## config.mk

```make
export PLATFORM = sky130hd
export DESIGN_NAME = hazard_stall_unit_flat
export DESIGN_NICKNAME = d
export VERILOG_FILES = /design/src/rtl/hazard_stall_unit_pkg.sv /design/src/rtl/hazard_stall_unit_if.sv /design/src/rtl/hazard_stall_unit_sat_counter.sv /design/src/rtl/hazard_stall_unit.sv /design/src/flat_wrapper.sv
export SDC_FILE = /design/constraint.sdc
export NUM_CORES = 1
export LEC_CHECK = 0
export ABC_CLOCK_PERIOD_IN_PS = 4400
export CAP_MARGIN = 20
export CORE_MARGIN = 2
export CORE_UTILIZATION = 47
export CTS_BUF_LIST = sky130_fd_sc_hd__clkbuf_2
export DETAILED_ROUTE_END_ITERATION = 16
export HOLD_SLACK_MARGIN = 0.02
export PLACE_DENSITY_LB_ADDON = 0.12
export SETUP_SLACK_MARGIN = 0.02
export SLEW_MARGIN = 10
export SYNTH_ARGS = -nofsm -noshare
export SYNTH_HDL_FRONTEND = slang
export SYNTH_SLANG_ARGS = --single-unit
export TNS_END_PERCENT = 10
```

## constraint.sdc

```tcl
create_clock -name clk -period 4.4 [get_ports clk]
set_input_delay 0.66 -clock clk [delete_from_list [all_inputs] [get_ports clk]]
set_output_delay 0.66 -clock clk [all_outputs]
set_load 0.005 [all_outputs]
```

## src/rtl/hazard_stall_unit_pkg.sv

```systemverilog
// Shared types for the RV32I pipeline hazard controller: FSM state,
// register-index width and the bundle of stage-register load/flush enables.
package hazard_stall_unit_pkg;

   localparam int REG_W = 5;

   typedef enum logic {
      RUN      = 1'b0,
      MEM_WAIT = 1'b1
   } hazard_state_t;

   typedef struct packed {
      logic pc_load;
      logic if_id_load;
      logic id_ex_load;
      logic ex_mem_load;
      logic mem_wb_load;
      logic if_id_flush;
      logic id_ex_flush;
   } pipe_ctrl_t;

endpackage

```

## src/rtl/hazard_stall_unit_if.sv

```systemverilog
// Signal bundle between the pipeline datapath and the hazard controller.
// The slave modport is the controller's view; master is the datapath's view.
interface hazard_stall_unit_if #(
   parameter int CNT_W = 32
);
   logic [hazard_stall_unit_pkg::REG_W-1:0] id_rs1;
   logic [hazard_stall_unit_pkg::REG_W-1:0] id_rs2;
   logic                                    id_uses_rs1;
   logic                                    id_uses_rs2;
   logic                                    ex_mem_read;
   logic [hazard_stall_unit_pkg::REG_W-1:0] ex_rd;
   logic                                    ex_br_taken;
   logic                                    icache_read;
   logic                                    icache_resp;
   logic                                    dcache_req;
   logic                                    dcache_resp;

   logic             pc_load;
   logic             if_id_load;
   logic             id_ex_load;
   logic             ex_mem_load;
   logic             mem_wb_load;
   logic             if_id_flush;
   logic             id_ex_flush;
   logic [CNT_W-1:0] stall_count;
   logic [CNT_W-1:0] bubble_count;
   logic [CNT_W-1:0] flush_count;
   logic             stall_timeout;

   modport slave (
      input  id_rs1, id_rs2, id_uses_rs1, id_uses_rs2, ex_mem_read, ex_rd,
             ex_br_taken, icache_read, icache_resp, dcache_req, dcache_resp,
      output pc_load, if_id_load, id_ex_load, ex_mem_load, mem_wb_load,
             if_id_flush, id_ex_flush, stall_count, bubble_count, flush_count,
             stall_timeout
   );

   modport master (
      output id_rs1, id_rs2, id_uses_rs1, id_uses_rs2, ex_mem_read, ex_rd,
             ex_br_taken, icache_read, icache_resp, dcache_req, dcache_resp,
      input  pc_load, if_id_load, id_ex_load, ex_mem_load, mem_wb_load,
             if_id_flush, id_ex_flush, stall_count, bubble_count, flush_count,
             stall_timeout
   );

endinterface

```

## src/rtl/hazard_stall_unit_sat_counter.sv

```systemverilog
// Event counter that sticks at all-ones instead of wrapping.
module sat_counter #(
   parameter int W = 32
) (
   input  logic         clk,
   input  logic         reset,
   input  logic         inc,
   output logic [W-1:0] count
);

   logic [W-1:0] count_q;
   logic [W-1:0] count_d;

   always_comb begin
      count_d = count_q;
      if (inc && (count_q != '1)) begin
         count_d = count_q + W'(1);
      end
   end

   always_ff @(posedge clk or posedge reset) begin
      if (reset) begin
         count_q <= '0;
      end else begin
         count_q <= count_d;
      end
   end

   assign count = count_q;

endmodule

```

## src/rtl/hazard_stall_unit.sv

```systemverilog
// Hazard controller for the 5-stage RV32I core: memory freeze, load-use bubble
// and taken-branch flush, plus saturating event counters and a stall watchdog.
module hazard_stall_unit
   import hazard_stall_unit_pkg::*;
#(
   parameter int CNT_W   = 32,
   parameter int TIMEOUT = 1024
) (
   input logic                 clk,
   input logic                 reset,
   hazard_stall_unit_if.slave  bus
);

   localparam int RUN_W = $clog2(TIMEOUT + 1);

   logic          mem_stall;
   logic          load_use;
   pipe_ctrl_t    ctrl;
   logic          stall_inc;
   logic          bubble_inc;
   logic          flush_inc;

   hazard_state_t state_q, state_d;
   logic [RUN_W-1:0] run_cnt_q, run_cnt_d;
   logic          stall_timeout_q, stall_timeout_d;

   // A frozen pipeline keeps EX and ID intact, so branch/load-use are simply
   // re-evaluated on the advance cycle rather than remembered.
   always_comb begin
      mem_stall  = (bus.icache_read & ~bus.icache_resp) |
                   (bus.dcache_req  & ~bus.dcache_resp);
      load_use   = bus.ex_mem_read && (bus.ex_rd != '0) &&
                   ((bus.id_uses_rs1 && (bus.ex_rd == bus.id_rs1)) ||
                    (bus.id_uses_rs2 && (bus.ex_rd == bus.id_rs2)));
      ctrl       = '0;
      stall_inc  = 1'b0;
      bubble_inc = 1'b0;
      flush_inc  = 1'b0;
      if (reset) begin
         ctrl = '0;
      end else if (mem_stall) begin
         stall_inc = 1'b1;
      end else if (bus.ex_br_taken) begin
         ctrl      = '1;
         flush_inc = 1'b1;
      end else if (load_use) begin
         ctrl.id_ex_load  = 1'b1;
         ctrl.id_ex_flush = 1'b1;
         ctrl.ex_mem_load = 1'b1;
         ctrl.mem_wb_load = 1'b1;
         bubble_inc       = 1'b1;
      end else begin
         ctrl.pc_load     = 1'b1;
         ctrl.if_id_load  = 1'b1;
         ctrl.id_ex_load  = 1'b1;
         ctrl.ex_mem_load = 1'b1;
         ctrl.mem_wb_load = 1'b1;
      end
   end

   always_comb begin
      state_d         = mem_stall ? MEM_WAIT : RUN;
      run_cnt_d       = run_cnt_q;
      if (!mem_stall) begin
         run_cnt_d = '0;
      end else if (state_q == RUN) begin
         run_cnt_d = RUN_W'(1);
      end else if (run_cnt_q != RUN_W'(TIMEOUT)) begin
         run_cnt_d = run_cnt_q + RUN_W'(1);
      end
      stall_timeout_d = stall_timeout_q | (run_cnt_d == RUN_W'(TIMEOUT));
   end

   always_ff @(posedge clk or posedge reset) begin
      if (reset) begin
         state_q         <= RUN;
         run_cnt_q       <= '0;
         stall_timeout_q <= 1'b0;
      end else begin
         state_q         <= state_d;
         run_cnt_q       <= run_cnt_d;
         stall_timeout_q <= stall_timeout_d;
      end
   end

   sat_counter #(.W(CNT_W)) u_stall_cnt (
      .clk(clk), .reset(reset), .inc(stall_inc), .count(bus.stall_count)
   );

   sat_counter #(.W(CNT_W)) u_bubble_cnt (
      .clk(clk), .reset(reset), .inc(bubble_inc), .count(bus.bubble_count)
   );

   sat_counter #(.W(CNT_W)) u_flush_cnt (
      .clk(clk), .reset(reset), .inc(flush_inc), .count(bus.flush_count)
   );

   assign bus.pc_load       = ctrl.pc_load;
   assign bus.if_id_load    = ctrl.if_id_load;
   assign bus.id_ex_load    = ctrl.id_ex_load;
   assign bus.ex_mem_load   = ctrl.ex_mem_load;
   assign bus.mem_wb_load   = ctrl.mem_wb_load;
   assign bus.if_id_flush   = ctrl.if_id_flush;
   assign bus.id_ex_flush   = ctrl.id_ex_flush;
   assign bus.stall_timeout = stall_timeout_q;

endmodule

```

## src/flat_wrapper.sv

```systemverilog
// flat-port wrapper written by rule: the top's interface ports become plain ports
module hazard_stall_unit_flat import hazard_stall_unit_pkg::*;
#(
   parameter int CNT_W   = 32,
   parameter int TIMEOUT = 1024
)
  (clk, reset, bus_id_rs1, bus_id_rs2, bus_id_uses_rs1, bus_id_uses_rs2, bus_ex_mem_read, bus_ex_rd, bus_ex_br_taken, bus_icache_read, bus_icache_resp, bus_dcache_req, bus_dcache_resp, bus_pc_load, bus_if_id_load, bus_id_ex_load, bus_ex_mem_load, bus_mem_wb_load, bus_if_id_flush, bus_id_ex_flush, bus_stall_count, bus_bubble_count, bus_flush_count, bus_stall_timeout);
  hazard_stall_unit_if #(.CNT_W(CNT_W)) bus_i ();
  input logic clk;
  input logic reset;
  input wire logic [$bits(bus_i.id_rs1)-1:0] bus_id_rs1;
  input wire logic [$bits(bus_i.id_rs2)-1:0] bus_id_rs2;
  input wire logic [$bits(bus_i.id_uses_rs1)-1:0] bus_id_uses_rs1;
  input wire logic [$bits(bus_i.id_uses_rs2)-1:0] bus_id_uses_rs2;
  input wire logic [$bits(bus_i.ex_mem_read)-1:0] bus_ex_mem_read;
  input wire logic [$bits(bus_i.ex_rd)-1:0] bus_ex_rd;
  input wire logic [$bits(bus_i.ex_br_taken)-1:0] bus_ex_br_taken;
  input wire logic [$bits(bus_i.icache_read)-1:0] bus_icache_read;
  input wire logic [$bits(bus_i.icache_resp)-1:0] bus_icache_resp;
  input wire logic [$bits(bus_i.dcache_req)-1:0] bus_dcache_req;
  input wire logic [$bits(bus_i.dcache_resp)-1:0] bus_dcache_resp;
  output wire logic [$bits(bus_i.pc_load)-1:0] bus_pc_load;
  output wire logic [$bits(bus_i.if_id_load)-1:0] bus_if_id_load;
  output wire logic [$bits(bus_i.id_ex_load)-1:0] bus_id_ex_load;
  output wire logic [$bits(bus_i.ex_mem_load)-1:0] bus_ex_mem_load;
  output wire logic [$bits(bus_i.mem_wb_load)-1:0] bus_mem_wb_load;
  output wire logic [$bits(bus_i.if_id_flush)-1:0] bus_if_id_flush;
  output wire logic [$bits(bus_i.id_ex_flush)-1:0] bus_id_ex_flush;
  output wire logic [$bits(bus_i.stall_count)-1:0] bus_stall_count;
  output wire logic [$bits(bus_i.bubble_count)-1:0] bus_bubble_count;
  output wire logic [$bits(bus_i.flush_count)-1:0] bus_flush_count;
  output wire logic [$bits(bus_i.stall_timeout)-1:0] bus_stall_timeout;
  assign bus_i.id_rs1 = bus_id_rs1;
  assign bus_i.id_rs2 = bus_id_rs2;
  assign bus_i.id_uses_rs1 = bus_id_uses_rs1;
  assign bus_i.id_uses_rs2 = bus_id_uses_rs2;
  assign bus_i.ex_mem_read = bus_ex_mem_read;
  assign bus_i.ex_rd = bus_ex_rd;
  assign bus_i.ex_br_taken = bus_ex_br_taken;
  assign bus_i.icache_read = bus_icache_read;
  assign bus_i.icache_resp = bus_icache_resp;
  assign bus_i.dcache_req = bus_dcache_req;
  assign bus_i.dcache_resp = bus_dcache_resp;
  assign bus_pc_load = bus_i.pc_load;
  assign bus_if_id_load = bus_i.if_id_load;
  assign bus_id_ex_load = bus_i.id_ex_load;
  assign bus_ex_mem_load = bus_i.ex_mem_load;
  assign bus_mem_wb_load = bus_i.mem_wb_load;
  assign bus_if_id_flush = bus_i.if_id_flush;
  assign bus_id_ex_flush = bus_i.id_ex_flush;
  assign bus_stall_count = bus_i.stall_count;
  assign bus_bubble_count = bus_i.bubble_count;
  assign bus_flush_count = bus_i.flush_count;
  assign bus_stall_timeout = bus_i.stall_timeout;
  hazard_stall_unit #(.CNT_W(CNT_W), .TIMEOUT(TIMEOUT)) u_core (.clk(clk), .reset(reset), .bus(bus_i));
endmodule
```

# Word-level counts from Yosys, hierarchy flattened
# Cells that the tools add are included.
totals:
  romBits: 0
  output_inout_bits: 104
  latch_bits: 0
  ff_bits: 109
  wordCells: 49
  ram_bits: 0
  memories: 0
  in_bits: 25
op_classes:
  reduce_logical: 9
  bitwise: 6
  eq_ne: 7
  div: 0
  n_mul: 0
  shift: 0
  n_lt_le_gt_ge: 0
  n_addsub: 4
  muxes: 17
op_table:
  columns: ["cell", "n"]
  rows:
  - ["$add A32 B1 Y32 const B", 3]
  - ["$ne A32 B32 Y1 const B", 3]
  - ["$mux W11", 3]
  - ["$mux W7", 2]
  - ["$add A11 B1 Y11 const B", 1]
  - ["$eq A11 B11 Y1 const B", 1]
  - ["$ne A11 B11 Y1 const B", 1]
  - ["$eq A5 B5 Y1", 2]
  - ["$mux W1", 10]
  - ["$logic_and A1 B1 Y1", 7]
  - ["$mux W5", 1]
  - ["$reduce_bool A5 Y1", 1]
  - ["$and A1 B1 Y1", 2]
  - ["$mux W2", 1]
  - ["$not A1 Y1", 2]
  - ["$or A1 B1 Y1", 2]
  - ["$logic_or A1 B1 Y1", 1]

# Depth between registers and ports, before layout
# Gate-level depths: netlist of the first run.
depth:
  depth_word: 9
  depth_mapped: 8
  mapped_depth_nobuf: 8

# Modules after synthesis
# Synthesis of the first run repeated with hierarchy kept, for this count alone.
hier_totals:
  hier_cells: 527
  area_unflattened_um2: 5696.7
modules_own_cells:
  columns: ["module", "cells_per_inst", "area_per_inst_um2", "n_inst"]
  rows:
  - ["sat_counter", 139, 1561.5, 3]
  - ["hazard_stall_unit", 110, 1012.2, 1]

# Worst setup path before layout of the first run
# Ideal clock, no wire load.
synth_timing:
  path_type: "input to register"
  from: "input reset"
  to: "register u_core.u_flush_cnt.count_q[15], in the netlist u_core.u_flush_cnt.count[15]"
  slack_ps: -260
  path_stages: 6
  t_arrival_ps: 4536
  setup_ps: 124
  required_ps: 4276
  cell_sequence: "inv_1 -> nand4_1 -> nor2_1 -> nor4b_1 -> nand3_1 -> xnor2_1"
synth_between:
  elab_chain_cells: 2
synth_rtl:
  columns: ["element", "line_no", "text"]
  rows:
  - ["start: declaration", "flat_wrapper.sv:10", "input logic reset;"]
  - ["$mux W1", "hazard_stall_unit.sv:39", "if (reset) begin"]
  - ["$logic_and A1 B1 Y1", "hazard_stall_unit_sat_counter.sv:16", "if (inc && (count_q != '1)) begin"]
  - ["end signal: assignment", "hazard_stall_unit_sat_counter.sv:25", "count_q <= count_d;"]
  - ["end: declaration", "hazard_stall_unit_sat_counter.sv:11", "logic [W-1:0] count_q;"]
# No other way between the ends.
# A chain may end at the register's enable or synchronous reset.

# Worst setup path after layout of the first run
layout_timing:
  from: "input bus_ex_rd[0]"
  to: "output bus_if_id_load"
layout_between:
  elab_chain_cells: 8
  elab_cells_between_ends: 12
  classes_between: "eq/ne (2); mux (4); reduce/logical (6)"
layout_rtl:
  columns: ["element", "line_no", "text"]
  rows:
  - ["start: declaration", "flat_wrapper.sv:16", "input wire logic [$bits(bus_i.ex_rd)-1:0] bus_ex_rd;"]
  - ["$eq A5 B5 Y1 (on tied branches)", "hazard_stall_unit.sv:33, hazard_stall_unit.sv:34", null]
  - ["$logic_and A1 B1 Y1 (on tied branches)", "hazard_stall_unit.sv:33, hazard_stall_unit.sv:34", null]
  - ["$logic_or A1 B1 Y1", "hazard_stall_unit.sv:33", "((bus.id_uses_rs1 && (bus.ex_rd == bus.id_rs1)) ||"]
  - ["$logic_and A1 B1 Y1 (*)", "hazard_stall_unit.sv:32", "load_use = bus.ex_mem_read && (bus.ex_rd != '0) &&"]
  - ["$mux W2 (*)", "hazard_stall_unit.sv:46", "end else if (load_use) begin"]
  - ["$mux W5 (*)", "hazard_stall_unit.sv:43", "end else if (bus.ex_br_taken) begin"]
  - ["$mux W7 (*)", "hazard_stall_unit.sv:41", "end else if (mem_stall) begin"]
  - ["$mux W7 (*)", "hazard_stall_unit.sv:39", null]
  - ["end: declaration", "flat_wrapper.sv:23", "output wire logic [$bits(bus_i.if_id_load)-1:0] bus_if_id_load;"]
# Mark *: on every way between the ends. The rest lies on a longest branch, timed or not.

==> impl_metrics.yaml, run 1 <==
detailed_routing:
  detail_route.vias_per_cell: 5.45
  detail_route.drc_violations: 0
  drt_iter0_drc: 274
  via_count: 4504
  drt-pass1-iter-count: 5
  ant_nets: 0
  avgRoutedWirePerCell_um: 15.2
  drt_wl_total_um: 12600
power:
  cellLeakagePower_uw: 0.00305
  power.density_cell_area_nw_per_um2: 268
  worst_ir_drop_vdd_mv: 0.211
clock_tree:
  cts-root-buf: "sky130_fd_sc_hd__clkbuf_2"
  number_of_buffers_on_the_longest_clock_path: 2
  clock_tree_from_tritoncts: "built"
  clkSlewWorstSetupHoldPaths_ns: 0.23
  post_cts.resized_instances: 0
  cts.sink_count: 109
  clock_latency_ns: 0.61
  cts_hold_repair.buffers: 0
  cts_bufs_inserted: 9
  cts_setup_buffers: 0
  cts.htree.levels: 3
grt:
  grt_antenna_before_repair: 1
  grt_overflow: 0
  grt_util_all_layers_pct: 20.4
  wire_length_of_the_first_global_routing_pass_um: 21000
  grt_start_max_net_pins: 57
  grt_pass1_vias: 4337
worst_setup_path:
  critical_path.top_delay_family: "buffers and inverters"
  critical_path_type: "input port to output port"
  crit_path_max_incr_delay_ns: 0.53
  critical-path-slowest-cell: "sky130_fd_sc_hd__or4_1"
  critPathBufInv: 2
  cp-end-kind: "output port"
  timing.critical_path.fanout_max: 3
  worst-endpoint-required_ns: 3.74
  critical_path_arrival_ns: 2.67
  worstPathCellList: "clkdlybuf4s50_1 > or4_1 > o21a_1 > nand2_1 > o21a_1 > clkdlybuf4s50_1"
  startpoint_type_of_the_worst_setup_path: "input port"
finish:
  multiInputGateArea_um2: 2660
  sequential_cell_area_um2: 2730
  syn2layout_area_growth_pct: 28.3
  layout.cells.non_filler: 827
  final_net_count: 709
  final_util_pct: 61.6
  layout-drive-gt1-share_pct: 4.83
  fillCellCount: 1006
yosys:
  postSynthAreaPerCell_um2: 9.97
  yosysWarningCount: 0
  yosys_most_used_dff: "sky130_fd_sc_hd__dfrtp_1"
  syn-cell-area_um2: 5490
  netlist.area_leader.share_pct: 49.7
  synth_seq_cells: 109
  synth_enable_flop_cells: 0
  synth.lib_cells_used.distinct: 42
  synth.most_common_cell: "sky130_fd_sc_hd__dfrtp_1"
  postSynth.asyncResetShare_pct: 100
  yosys.area.top_type: "sky130_fd_sc_hd__dfrtp_1"
  synth_top_cells_by_count: "109 x sky130_fd_sc_hd__dfrtp_1, 60 x sky130_fd_sc_hd__nand2_1, 56 x sky130_fd_sc_hd__xor2_1"
  yosysSeqAreaShare_pct: 49.7
  netlist_top_cells_area: "sky130_fd_sc_hd__dfrtp_1 50%, sky130_fd_sc_hd__xor2_1 8.9%, sky130_fd_sc_hd__xnor2_1 8.5%"
  postSynthNetCount: 580
  synthesis.instances: 550
sta:
  timing.setup.tns_ns: 0
  fmax_mhz: 301
  fin_skew_ns: 0.0323
  finalHoldWorstSlack_ns: 0.503
  rsz0062_at_grt: "no"
  worst-slew-pin-transition_ns: 0.715
  final.period_utilization_pct: 75.6
  finalHoldViolations: 0
  min_period_ns: 3.33
  finalMaxSlewViolations: 0
  max_slew_margin_pct: 52.3
  finalSetupViolCount: 0
  finalWorstSetupSlack_ns: 1.07
job:
  cap_violations: 0
placement:
  dp_hpwl_um: 9240
  placement.io_buffers: 128
  gp_routability_congestion: 0.817
  dp_cells: 811
  dpl_worst_slack_ns: 1.08
die:
  start_util_pct: 48.0
  chipWidth_um: 112
  floorplan.core_area_um2: 11400
  die_y_um: 112
  design.portCount: 129
  die-area_um2: 12600
  fp-row-count: 39
status:
  status: "finished, final reports clean"
worst_hold_path:
  holdCritPathClass: "flop to flop"
kinds of logic (layout without fill, tap and decap cells):
family	count (synthesis)	count (layout)	synth area share, %
simple gates	281	281	26.9
xor+xnor	109	109	17.4
flops	109	109	49.7
buf+inv	24	157	1.94
compound gates	18	18	2.10
fa+ha+maj	5	5	1.14
mux	4	4	0.821
other cells	0	1	0
through the flow:
step / total power, µW / area (µm²)
6_report: 1880 / 7040
5_1_grt: 2000 / 7040
4_1_cts: 1920 / 7040
3_5_place_dp: 1410 / 6910
3_3_place_gp: 1410 / 6910
2_1_floorplan: 1240 / 5490
placed cells by master, fill, tap and decap left out, types with 2 or more instances in the layout:
cell and n:
sky130_fd_sc_hd__a21oi_1 6, sky130_fd_sc_hd__buf_4 3, sky130_fd_sc_hd__inv_1 10, sky130_fd_sc_hd__xnor2_1 53
sky130_fd_sc_hd__nor4_1 18, sky130_fd_sc_hd__nor2_1 45, sky130_fd_sc_hd__and4_1 7, sky130_fd_sc_hd__bufinv_16 2
sky130_fd_sc_hd__clkdlybuf4s50_1 128, sky130_fd_sc_hd__clkinv_2 3, sky130_fd_sc_hd__or4_1 4, sky130_fd_sc_hd__a31oi_1 3
sky130_fd_sc_hd__and3_1 14, sky130_fd_sc_hd__nand3_1 47, sky130_fd_sc_hd__mux2_2 4, sky130_fd_sc_hd__nand2_1 60
sky130_fd_sc_hd__o21a_1 2, sky130_fd_sc_hd__nand2b_1 4, sky130_fd_sc_hd__and2_1 5, sky130_fd_sc_hd__and4_2 3
sky130_fd_sc_hd__ha_1 5, sky130_fd_sc_hd__nand4_1 34, sky130_fd_sc_hd__nor3_1 28, sky130_fd_sc_hd__dfrtp_1 109
sky130_fd_sc_hd__or3_1 2, sky130_fd_sc_hd__clkbuf_2 9, sky130_fd_sc_hd__xor2_1 56, sky130_fd_sc_hd__nand4_2 2
layer usage:
metal  wire length [µm]  track usage [%]  vias to the layer above
li1                   -                -                     2191
met1               5610             26.7                     2143
met2               6010             32.5                      150
met3                735             6.37                       20
met4                225             7.15                        0
met5                  0                0                        -
sequential cells by signal (all words and copies together) (netlist names):
register / flops
u_core.bus.stall_timeout: 1
u_core.run_cnt_q: 11
u_core.u_stall_cnt.count: 32
u_core.state_q: 1
u_core.u_flush_cnt.count: 32
u_core.u_bubble_cnt.count: 32
area by class of cell:
type                       instances  share of cell area (%)
antenna                            1                  0.0355
sequential                       109                    38.7
clock inverter                     6                    1.12
inverter                          11                   0.640
multi-input combinational        417                    37.8
clock buffer                       9                   0.640
tap                              143                    2.54
timing repair buffer             131                    18.5
worst paths after layout:
check,startpoint,to,slack (ns),cells past startpoint
min,u_core.u_bubble_cnt.count[5]$_DFFE_PP0P_,u_core.u_bubble_cnt.count[5]$_DFFE_PP0P_,0.50,1
max reg2reg,u_core.u_bubble_cnt.count[17]$_DFFE_PP0P_,u_core.u_bubble_cnt.count[1]$_DFFE_PP0P_,2.13,6
min in group asynchronous,reset,u_core.run_cnt_q[5]$_DFF_PP0_,0.72,3
max in group asynchronous,reset,u_core.u_bubble_cnt.count[15]$_DFFE_PP0P_,2.51,4
min reg2reg,u_core.u_bubble_cnt.count[5]$_DFFE_PP0P_,u_core.u_bubble_cnt.count[5]$_DFFE_PP0P_,0.50,1
max,bus_ex_rd[0],bus_if_id_load,1.07,6
power breakdown:
| group | switching, µW | leakage, µW | total [µW] | internal, µW |
|---|---|---|---|---|
| logic | 115 | 0.00148 | 275 | 159 |
| registers | 69.0 | 0.00149 | 1120 | 1050 |
| clock network | 309 | 0.0000790 | 489 | 180 |
Note: power is estimated with default switching activity, not from simulation.
==> run 2, diff against run 1 <==
--- a/config.mk
+++ b/config.mk
@@ -5,7 +5,7 @@
 export SDC_FILE = /design/constraint.sdc
 export NUM_CORES = 1
 export LEC_CHECK = 0
-export ABC_CLOCK_PERIOD_IN_PS = 4400
+export ABC_CLOCK_PERIOD_IN_PS = 2900
 export CAP_MARGIN = 20
 export CORE_MARGIN = 2
 export CORE_UTILIZATION = 47
==> constraint.sdc (replaced) <==
create_clock -name clk -period 2.9 [get_ports clk]
set_input_delay 0.435 -clock clk [delete_from_list [all_inputs] [get_ports clk]]
set_output_delay 0.435 -clock clk [all_outputs]
set_load 0.005 [all_outputs]
==> run 2 against run 1 <==
Against the previous run:
- wire length rose by 3.3%
- clock skew fell by 0.0075 ns
- final area rose by 0.76%
- first-iteration DRC count fell by 21%
- count of clock-buffer cells in the layout did not move
- worst setup slack got worse by 0.95 ns
- non-clock buffer count rose by 4
- sequential power rose by 52%
- hold slack got worse by 0.053 ns
- combinational power rose by 53%
- total power rose by 51%
- sequential share of layout area fell by 0.29 points
- largest cell class unchanged
==> impl_metrics.yaml, run 2 (synthesized netlist as in run 1, its figures left out) <==
status:
  status: "finished, final reports clean"
worst_setup_path:
  worst_r2r_endpoint: "u_core.u_bubble_cnt.count[1]$_DFFE_PP0P_"
  cp-end-kind: "output port"
  startpoint_type_of_the_worst_setup_path: "input port"
  ff2ff_path_depth: 6
  ff2ff_setup_slack_ns: 0.64
  worst-endpoint-required_ns: 2.47
  critical_path_type: "input port to output port"
  critical_path_arrival_ns: 2.34
  timing.critical_path.fanout_max: 3
  r2r-start: "u_core.u_bubble_cnt.count[11]$_DFFE_PP0P_"
clock_tree:
  cts.sink_count: 109
  cts-root-buf: "sky130_fd_sc_hd__clkbuf_2"
  clock_tree_from_tritoncts: "built"
  clkSlewWorstSetupHoldPaths_ns: 0.30
  number_of_buffers_on_the_longest_clock_path: 2
  cts_setup_buffers: 0
  clock_latency_ns: 0.62
  cts_bufs_inserted: 9
  cts.htree.levels: 3
sta:
  final.period_utilization_pct: 95.6
  min_period_ns: 2.77
  finalSetupViolCount: 0
  max_slew_margin_pct: 48.3
  rsz0062_at_grt: "no"
  fmax_mhz: 361
  worst-slew-pin-transition_ns: 0.776
  fin_skew_ns: 0.0248
  timing.setup.tns_ns: 0
  finalMaxSlewViolations: 0
  finalHoldViolations: 0
detailed_routing:
  drt_iter0_drc: 217
  detail_route.drc_violations: 0
  via_count: 4494
  ant_nets: 0
  drt-pass1-iter-count: 4
  avgRoutedWirePerCell_um: 15.7
  drt_wl_total_um: 13000
  detail_route.vias_per_cell: 5.41
worst_hold_path:
  holdCritPathClass: "input port to asynchronous set/reset pin"
grt:
  wire_length_of_the_first_global_routing_pass_um: 22200
  grt_start_max_net_pins: 63
  grt_pass1_vias: 4436
  grt_util_all_layers_pct: 21.6
  grt_overflow: 0
  grt_antenna_before_repair: 0
power:
  power.share.switching_pct: 28.2
  cellLeakagePower_uw: 0.00309
  switchingPower_uw: 805
  pwr-share-seq_pct: 59.6
  power_frac_comb_pct: 14.8
  power.density_cell_area_nw_per_um2: 402
  internal_power_uw: 2050
  share_clk_of_total_power_pct: 25.6
  worst_ir_drop_vdd_mv: 0.322
placement:
  placedInstanceArea_um2: 6960
  placement.io_buffers: 128
  dp_hpwl_um: 9450
  gp_routability_congestion: 0.882
die:
  fp-row-count: 39
  design.portCount: 129
  start_util_pct: 48.0
  die-area_um2: 12600
  chipWidth_um: 112
  die_y_um: 112
  floorplan.core_area_um2: 11400
finish:
  finalInstanceArea_um2: 7090
  final_net_count: 713
  n_antenna_cell: 0
  layout-drive-gt1-share_pct: 5.81
  layout_common_cells: "126 x sky130_fd_sc_hd__clkdlybuf4s50_1, 109 x sky130_fd_sc_hd__dfrtp_1, 60 x sky130_fd_sc_hd__nand2_1"
  syn2layout_area_growth_pct: 29.3
  final_common_cell: "sky130_fd_sc_hd__clkdlybuf4s50_1"
job:
  cap_violations: 0
-- run 2: how the worst max path moves through the flow --
stage          depth (start not counted)         start                                  endpoint
3_5_place_dp                           6  bus_ex_rd[0]                            bus_if_id_load
6_report                               6  bus_ex_rd[2]                               bus_pc_load
3_3_place_gp                           6  bus_ex_rd[0]                            bus_if_id_load
4_1_cts                                6  bus_ex_rd[0]                            bus_if_id_load
5_1_grt                                6  bus_ex_rd[2]                            bus_if_id_load
2_1_floorplan                          6         reset  u_core.u_flush_cnt.count[30]$_DFFE_PP0P_
-- run 2: repair_timing --
item | CTS | global route
endpoints found under the setup margin | 0 | 3
hold buffers | 0 | 0
resized for setup | 0 | 3
-- run 2: layout make-up --
cell class              instances  area (µm²)
fillers                      1010        4330
flip-flops and latches        109        2730
multi-input cells             417        2670
repair buffers                135        1350
well taps                     143         179
clock inverters                 7        72.6
clock buffers                   9        45.0
inverters                      11        45.0
-- run 2: critical path, cell delays in order --
cell	delay (ns)
sky130_fd_sc_hd__clkdlybuf4s50_1	0.46
sky130_fd_sc_hd__or4_1	0.50
sky130_fd_sc_hd__o21a_1	0.22
sky130_fd_sc_hd__nand2_1	0.09
sky130_fd_sc_hd__o21a_1	0.13
sky130_fd_sc_hd__clkdlybuf4s50_1	0.51
-- run 2: power by group through the flow --
stage	registers (µW)	clock network (µW)	logic, µW
after global placement	1720	0	418
after floorplan	1710	0	176
after CTS	1700	756	428
after global routing	1720	812	467
after detailed placement	1730	0	426
final	1700	729	422
-- run 2: metal layers --
layer | global-route usage [%] | share of wire (%)
met1 | 30.1 | 46
met2 | 33.5 | 47
met3 | 5.56 | 5.3
met4 | 7.07 | 1.9
met5 | 0 | 0
-- run 2: per-stage QoR --
stage | hold slack [ns] | power (µW) | instances | utilization (%) | setup slack (ns)
after detailed placement | 0.477 | 2150 | 815 | 61.0 | 0.0300
after global routing | 0.444 | 3000 | 831 | 62.1 | 0.0461
after floorplan | 0.468 | 1890 | 550 | - | -0.420
after global placement | 0.466 | 2140 | 815 | 61.0 | 0.0475
final | 0.450 | 2850 | 831 | 62.1 | 0.127
after CTS | 0.425 | 2880 | 831 | 62.0 | 0.0226
